--- config.mk ---
export PLATFORM = sky130hd
export DESIGN_NAME = uart_rx_cfg
export DESIGN_NICKNAME = d
export VERILOG_FILES = /design/src/rtl/uart_rx_cfg.sv
export SDC_FILE = /design/constraint.sdc
export NUM_CORES = 1
export LEC_CHECK = 0
export CORE_MARGIN = 2
export CORE_UTILIZATION = 52
export DETAILED_ROUTE_END_ITERATION = 8
export PLACE_DENSITY = 0.83
export SLEW_MARGIN = 20
export SYNTH_ARGS = -nofsm -noshare
export SYNTH_HDL_FRONTEND = slang
export SYNTH_SLANG_ARGS = --single-unit
--- constraint.sdc ---
create_clock -name i_clk -period 3.3 [get_ports i_clk]
set_input_delay 0.99 -clock i_clk [delete_from_list [all_inputs] [get_ports i_clk]]
set_output_delay 0.99 -clock i_clk [all_outputs]
set_load 0.02 [all_outputs]
--- src/rtl/uart_rx_cfg.sv ---
// uart_rx_cfg: oversampling UART receiver with a runtime baud divisor, runtime
// frame format (5..MaxDataLength data bits, optional even/odd parity), 3-sample
// majority voting, break/overrun detection and a one-entry valid/ready holding
// register on the output.
module uart_rx_cfg #(
  parameter int MaxDataLength = 8,
  parameter int OverSample    = 16,
  parameter int DivWidth      = 16
) (
  input  logic                     i_clk,
  input  logic                     i_rst_n,
  input  logic                     i_rx,
  input  logic [DivWidth-1:0]      i_baud_div,
  input  logic [3:0]               i_cfg_data_len,
  input  logic                     i_cfg_parity_en,
  input  logic                     i_cfg_parity_odd,
  output logic [MaxDataLength-1:0] o_data,
  output logic                     o_parity_err,
  output logic                     o_frame_err,
  output logic                     o_valid,
  input  logic                     i_ready,
  output logic                     o_break,
  output logic                     o_overrun,
  output logic                     o_busy
);

  localparam int SW = $clog2(OverSample);

  // Tick positions inside one bit: three samples centred on mid-bit, and the
  // last tick of the bit where the FSM moves on to the next bit.
  localparam logic [SW-1:0] SAMP_A   = SW'(OverSample / 2 - 1);
  localparam logic [SW-1:0] SAMP_B   = SW'(OverSample / 2);
  localparam logic [SW-1:0] SAMP_C   = SW'(OverSample / 2 + 1);
  localparam logic [SW-1:0] BIT_LAST = SW'(OverSample - 1);

  localparam logic [3:0] MIN_LEN = 4'd5;
  localparam logic [3:0] MAX_LEN = 4'(MaxDataLength);

  localparam logic [2:0] IDLE       = 3'd0;
  localparam logic [2:0] START      = 3'd1;
  localparam logic [2:0] DATA       = 3'd2;
  localparam logic [2:0] PARITY     = 3'd3;
  localparam logic [2:0] STOP       = 3'd4;
  localparam logic [2:0] BREAK_WAIT = 3'd5;

  logic                     sync1_q, rxs_q;
  logic [2:0]               state_q, state_d;
  logic [DivWidth-1:0]      pre_q, pre_d;
  logic [DivWidth-1:0]      div_q, div_d;
  logic [SW-1:0]            scnt_q, scnt_d;
  logic [3:0]               bit_q, bit_d;
  logic [3:0]               len_q, len_d;
  logic                     pen_q, pen_d;
  logic                     podd_q, podd_d;
  logic [MaxDataLength-1:0] shift_q, shift_d;
  logic                     par_bit_q, par_bit_d;
  logic                     smp1_q, smp1_d;
  logic                     smp2_q, smp2_d;
  logic [MaxDataLength-1:0] data_q, data_d;
  logic                     perr_q, perr_d;
  logic                     ferr_q, ferr_d;
  logic                     valid_q, valid_d;
  logic                     break_q, break_d;
  logic                     overrun_q, overrun_d;

  logic                tick;
  logic                maj;
  logic                accept;
  logic                third_smp;
  logic                bit_end;
  logic                is_break;
  logic [3:0]          len_cfg;
  logic [DivWidth-1:0] div_cfg;

  // The configuration is clamped here and only captured at start detect.
  assign len_cfg = (i_cfg_data_len < MIN_LEN) ? MIN_LEN :
                   (i_cfg_data_len > MAX_LEN) ? MAX_LEN : i_cfg_data_len;
  assign div_cfg = (i_baud_div == '0) ? DivWidth'(1) : i_baud_div;

  assign tick      = (state_q != IDLE) && (pre_q == div_q - DivWidth'(1));
  assign maj       = (smp1_q & smp2_q) | (smp1_q & rxs_q) | (smp2_q & rxs_q);
  assign accept    = valid_q & i_ready;
  assign third_smp = tick && (scnt_q == SAMP_C);
  assign bit_end   = tick && (scnt_q == BIT_LAST);
  assign is_break  = (shift_q == '0) && !(pen_q && par_bit_q) && !maj;

  // Two-flop synchroniser for the asynchronous line; idles high like the line.
  always_ff @(posedge i_clk or negedge i_rst_n) begin
    if (!i_rst_n) begin
      sync1_q <= 1'b1;
      rxs_q   <= 1'b1;
    end else begin
      sync1_q <= i_rx;
      rxs_q   <= sync1_q;
    end
  end

  // Next-state logic: prescaler, bit timing, majority sampling, frame FSM and
  // the holding register with its overrun/break side effects.
  always_comb begin
    state_d   = state_q;
    pre_d     = pre_q;
    div_d     = div_q;
    scnt_d    = scnt_q;
    bit_d     = bit_q;
    len_d     = len_q;
    pen_d     = pen_q;
    podd_d    = podd_q;
    shift_d   = shift_q;
    par_bit_d = par_bit_q;
    smp1_d    = smp1_q;
    smp2_d    = smp2_q;
    data_d    = data_q;
    perr_d    = perr_q;
    ferr_d    = ferr_q;
    valid_d   = valid_q;
    break_d   = 1'b0;
    overrun_d = 1'b0;

    if (accept) begin
      valid_d = 1'b0;
    end

    if (state_q == IDLE || tick) begin
      pre_d = '0;
    end else begin
      pre_d = pre_q + DivWidth'(1);
    end

    if (tick) begin
      scnt_d = (scnt_q == BIT_LAST) ? '0 : scnt_q + SW'(1);
      if (scnt_q == SAMP_A) begin
        smp1_d = rxs_q;
      end
      if (scnt_q == SAMP_B) begin
        smp2_d = rxs_q;
      end
    end

    case (state_q)
      IDLE: begin
        if (!rxs_q) begin
          state_d   = START;
          div_d     = div_cfg;
          len_d     = len_cfg;
          pen_d     = i_cfg_parity_en;
          podd_d    = i_cfg_parity_odd;
          scnt_d    = '0;
          bit_d     = '0;
          shift_d   = '0;
          par_bit_d = 1'b0;
        end
      end
      START: begin
        if (third_smp && maj) begin
          state_d = IDLE;
        end else if (bit_end) begin
          state_d = DATA;
          bit_d   = '0;
        end
      end
      DATA: begin
        if (third_smp) begin
          for (int i = 0; i < MaxDataLength; i++) begin
            if (bit_q == 4'(i)) begin
              shift_d[i] = maj;
            end
          end
        end
        if (bit_end) begin
          if (bit_q == len_q - 4'd1) begin
            state_d = pen_q ? PARITY : STOP;
          end else begin
            bit_d = bit_q + 4'd1;
          end
        end
      end
      PARITY: begin
        if (third_smp) begin
          par_bit_d = maj;
        end
        if (bit_end) begin
          state_d = STOP;
        end
      end
      STOP: begin
        if (third_smp) begin
          if (is_break) begin
            break_d = 1'b1;
            state_d = BREAK_WAIT;
          end else begin
            state_d = IDLE;
            if (!valid_q || accept) begin
              data_d  = shift_q;
              perr_d  = pen_q && (((^shift_q) ^ par_bit_q) != podd_q);
              ferr_d  = !maj;
              valid_d = 1'b1;
            end else begin
              overrun_d = 1'b1;
            end
          end
        end
      end
      BREAK_WAIT: begin
        if (rxs_q) begin
          state_d = IDLE;
        end
      end
      default: begin
        state_d = IDLE;
      end
    endcase
  end

  // State registers; reset aborts any frame in flight and empties the holding register.
  always_ff @(posedge i_clk or negedge i_rst_n) begin
    if (!i_rst_n) begin
      state_q   <= IDLE;
      pre_q     <= '0;
      div_q     <= DivWidth'(1);
      scnt_q    <= '0;
      bit_q     <= '0;
      len_q     <= MIN_LEN;
      pen_q     <= 1'b0;
      podd_q    <= 1'b0;
      shift_q   <= '0;
      par_bit_q <= 1'b0;
      smp1_q    <= 1'b1;
      smp2_q    <= 1'b1;
      data_q    <= '0;
      perr_q    <= 1'b0;
      ferr_q    <= 1'b0;
      valid_q   <= 1'b0;
      break_q   <= 1'b0;
      overrun_q <= 1'b0;
    end else begin
      state_q   <= state_d;
      pre_q     <= pre_d;
      div_q     <= div_d;
      scnt_q    <= scnt_d;
      bit_q     <= bit_d;
      len_q     <= len_d;
      pen_q     <= pen_d;
      podd_q    <= podd_d;
      shift_q   <= shift_d;
      par_bit_q <= par_bit_d;
      smp1_q    <= smp1_d;
      smp2_q    <= smp2_d;
      data_q    <= data_d;
      perr_q    <= perr_d;
      ferr_q    <= ferr_d;
      valid_q   <= valid_d;
      break_q   <= break_d;
      overrun_q <= overrun_d;
    end
  end

  assign o_data       = data_q;
  assign o_parity_err = perr_q;
  assign o_frame_err  = ferr_q;
  assign o_valid      = valid_q;
  assign o_break      = break_q;
  assign o_overrun    = overrun_q;
  assign o_busy       = (state_q != IDLE);

endmodule
==> results of run 1 <==
==> flip-flops by register name, indices dropped and copies added, names as in the netlist, 3 cells and up <==
| signal | flops |
|---|---|
| div_q | 16 |
| pre_q | 16 |
| len_q | 4 |
| scnt_q | 4 |
| shift_q | 8 |
| o_data | 8 |
| state_q | 3 |
| bit_q | 4 |
==> metrics by stage <==
| step | TNS, ns | total power, mW |
|---|---|---|
| after floorplan | 0 | 1.12 |
| after global placement | 0 | 1.19 |
| after detailed placement | -0.111 | 1.20 |
| after CTS | 0 | 1.89 |
| after global routing | -1.36 | 1.99 |
| final | 0 | 1.90 |
==> repair_timing <==
item                       CTS  global route
gates resized for setup      2            19
setup endpoints to repair    4            29
setup buffers                0             6
pin swaps                    0             8
hold buffers                 0             0
cloned                       0             1
==> layout by cell type, fill, tap and decap left out, drive strengths merged, types with 13 or more instances in the layout <==
cell | netlist | layout
dfrtp | 68 | 68
nor4 | 19 | 19
o21ai | 15 | 15
xnor2 | 26 | 26
xor2 | 19 | 19
ha | 14 | 14
nor2 | 40 | 40
inv | 29 | 29
buf | 3 | 17
nand2 | 84 | 84
clkbuf | 14 | 13
clkdlybuf4s50 | 0 | 38
==> cells in the mapped netlist, types with 3 or more instances <==
| master | n |
|---|---|
| a211oi_1 | 3 |
| a21boi_0 | 3 |
| a21o_1 | 8 |
| a21oi_1 | 7 |
| a22oi_1 | 4 |
| a31oi_1 | 5 |
| and3_1 | 8 |
| clkbuf_1 | 14 |
| dfrtp_1 | 68 |
| dfstp_2 | 7 |
| ha_1 | 14 |
| inv_1 | 29 |
| mux2_2 | 12 |
| mux2i_1 | 6 |
| nand2_1 | 83 |
| nand2b_1 | 3 |
| nand3_1 | 12 |
| nand4_1 | 5 |
| nor2_1 | 39 |
| nor2b_1 | 8 |
| nor3_1 | 10 |
| nor4_1 | 17 |
| o211ai_1 | 3 |
| o21ai_0 | 15 |
| o22ai_1 | 3 |
| or3_1 | 3 |
| or4_1 | 4 |
| xnor2_1 | 26 |
| xor2_1 | 19 |
==> critical path: stages, from the launching register on <==
cell	delay, ns
dfrtp_1	0.39
inv_1	0.11
ha_4	0.16
or3b_4	0.40
or4_4	0.52
a2111oi_4	0.39
a211oi_4	0.09
nor4_4	0.20
buf_6	0.19
nand2_8	0.08
or4b_4	0.55
nor2_2	0.09
==> per-layer routing <==
layer	share of wire, %	up-vias	track usage (%)
li1	-	1730	-
met5	0	-	0
met4	2.6	0	10.6
met2	49	129	38.6
met3	4.8	30	4.82
met1	44	1781	30.2
==> logic make-up (layout without fill, tap and decap cells) <==
group / after synthesis / in the layout / share of synthesized area [%]
AO/OA/AOI/OAI: 67 / 67 / 10.9
flip-flops: 75 / 75 / 43.4
XOR/XNOR: 45 / 45 / 9.07
adder cells (fa/ha/maj): 14 / 14 / 4.03
multiplexers: 18 / 18 / 4.49
AND/OR/NAND/NOR: 210 / 210 / 23.8
buffers and inverters: 47 / 102 / 4.35
==> path summary, 6_finish.rpt <==
check | cells past startpoint | endpoint | slack [ns] | startpoint
hold / removal | 0 | rxs_q | 0.36 | sync1_q
setup / recovery | 11 | o_overrun | 0.05 | div_q[1]
hold reg to reg | 0 | rxs_q | 0.36 | sync1_q
max in group asynchronous | 1 | div_q[6] | 1.86 | i_rst_n
setup reg to reg | 11 | o_overrun | 0.05 | div_q[1]
min in group asynchronous | 1 | pre_q[3] | 0.76 | i_rst_n
==> area by class of cell <==
cell class | instances | area [µm²] | share of cell area, %
Clock buffer | 13 | 179 | 3.42
Clock inverter | 3 | 20.0 | 0.383
Inverter | 30 | 113 | 2.15
Multi-Input combinational cell | 354 | 2380 | 45.4
Sequential cell | 75 | 1890 | 36.1
Tap cell | 105 | 131 | 2.51
Timing Repair Buffer | 56 | 527 | 10.1
==> power by group <==
part	total, mW	internal [mW]	switching (mW)
Sequential	1.01	0.957	0.0542
Combinational	0.195	0.0969	0.0979
Clock	0.694	0.354	0.340
Total	1.90	1.41	0.492
==> results.json, run 1 <==
{
  "status": "finished, final reports clean",
  "crit_fanout": 9,
  "fmax_ghz": 0.307,
  "drv_cap": 0,
  "final_util_pct": 64.0,
  "yosysSeqAreaShare_pct": 43.4,
  "clk_pin_slew_ns": 0.07,
  "antenna_found_initial": 0,
  "finalWeightedCongestion": 0.902,
  "layout_min_cycle_time_ns": 3.25,
  "slew_viol_final": 0,
  "fin_nets": 566,
  "gr-usage-all-layers_pct": 23.6,
  "syn_inst": 476,
  "powerDensity_mw_per_mm2": 363,
  "detail_route.wl_per_cell_um": 16.2,
  "cp_data_required_time_ns": 3.59,
  "synth.net_count": 516,
  "synth_top_area_share_pct": 39.2,
  "synthFlopType": "dfrtp_1",
  "dp_hpwl_um": 7040,
  "die_area_mm2": 0.00910,
  "drt-total-wl_um": 10300,
  "synth_area_mm2": 0.00435,
  "cp-start-kind": "flop",
  "cts.sinks": 75,
  "drt-pass1-iter-count": 5,
  "placed_area_mm2": 0.00486,
  "place_ws_ns": -0.0341,
  "avgSynthCellArea_um2": 9.13,
  "rows": 33,
  "irDropWorstVdd_mv": 0.188,
  "clock_latency_ns": 0.36,
  "power_leakage_nw": 2.31,
  "fin_crit_sh_pct": 98.6,
  "fin_area_mm2": 0.00523,
  "drtIter0Drc": 213,
  "n_fill_cell": 645,
  "end_kind": "flop",
  "area.growth.synth_to_final_pct": 20.4,
  "clk_path_buf_depth": 2,
  "synth_seq_cells": 75,
  "holdWs_ns": 0.357,
  "grt_pass1_vias": 3543,
  "tightest_slew_ns": 0.930,
  "grt_max_degree": 76,
  "die_h_um": 95.4,
  "maxSlewHeadroom_pct": 38.0,
  "cts_root_buf": "clkbuf_8",
  "final_cell_count_no_fill": 636,
  "io_buffers": 39,
  "crit_type": "flop to flop",
  "grt_overflow": 0,
  "ios": 40,
  "ys.warnings.count": 0,
  "finalHoldViolCount": 0,
  "drive_gt1_share_pct": 14.5,
  "arrival_ns": 3.55,
  "numCtsBuffers": 9,
  "yosysUniqueCellTypes": 57,
  "design.core.area_mm2": 0.00818,
  "grt_pass1_wl_um": 16600,
  "synth.area.top_cells": "dfrtp_1 39%, nand2_1 7.2%, xnor2_1 5.2%",
  "setup_viol": 0,
  "via_per_inst": 5.77,
  "vias": 3670,
  "layout_setup_ws_ns": 0.0459,
  "drc_errors": 0,
  "synth_edf_count": 0,
  "die_w_um": 95.4,
  "cts_tree": "yes",
  "synth_top_cell_by_area": "dfrtp_1",
  "holdCritPathClass": "flop to flop",
  "n_antenna_cell": 0,
  "start_util_pct": 53.2,
  "synthArstFlopShare_pct": 100,
  "postRouteAntennaNets": 0,
  "skew_ns": 0.00569,
  "htree_num_levels": 3,
  "dpl.cell_count": 613
}
Power figures use the tool's default switching activity.
==> run 2: changes to the inputs <==
Settings changed: CAP_MARGIN set to 20, HOLD_SLACK_MARGIN set to 0.1.
==> results of run 2 <==
The final DEF is identical to that of run 1; final timing and power are the same.
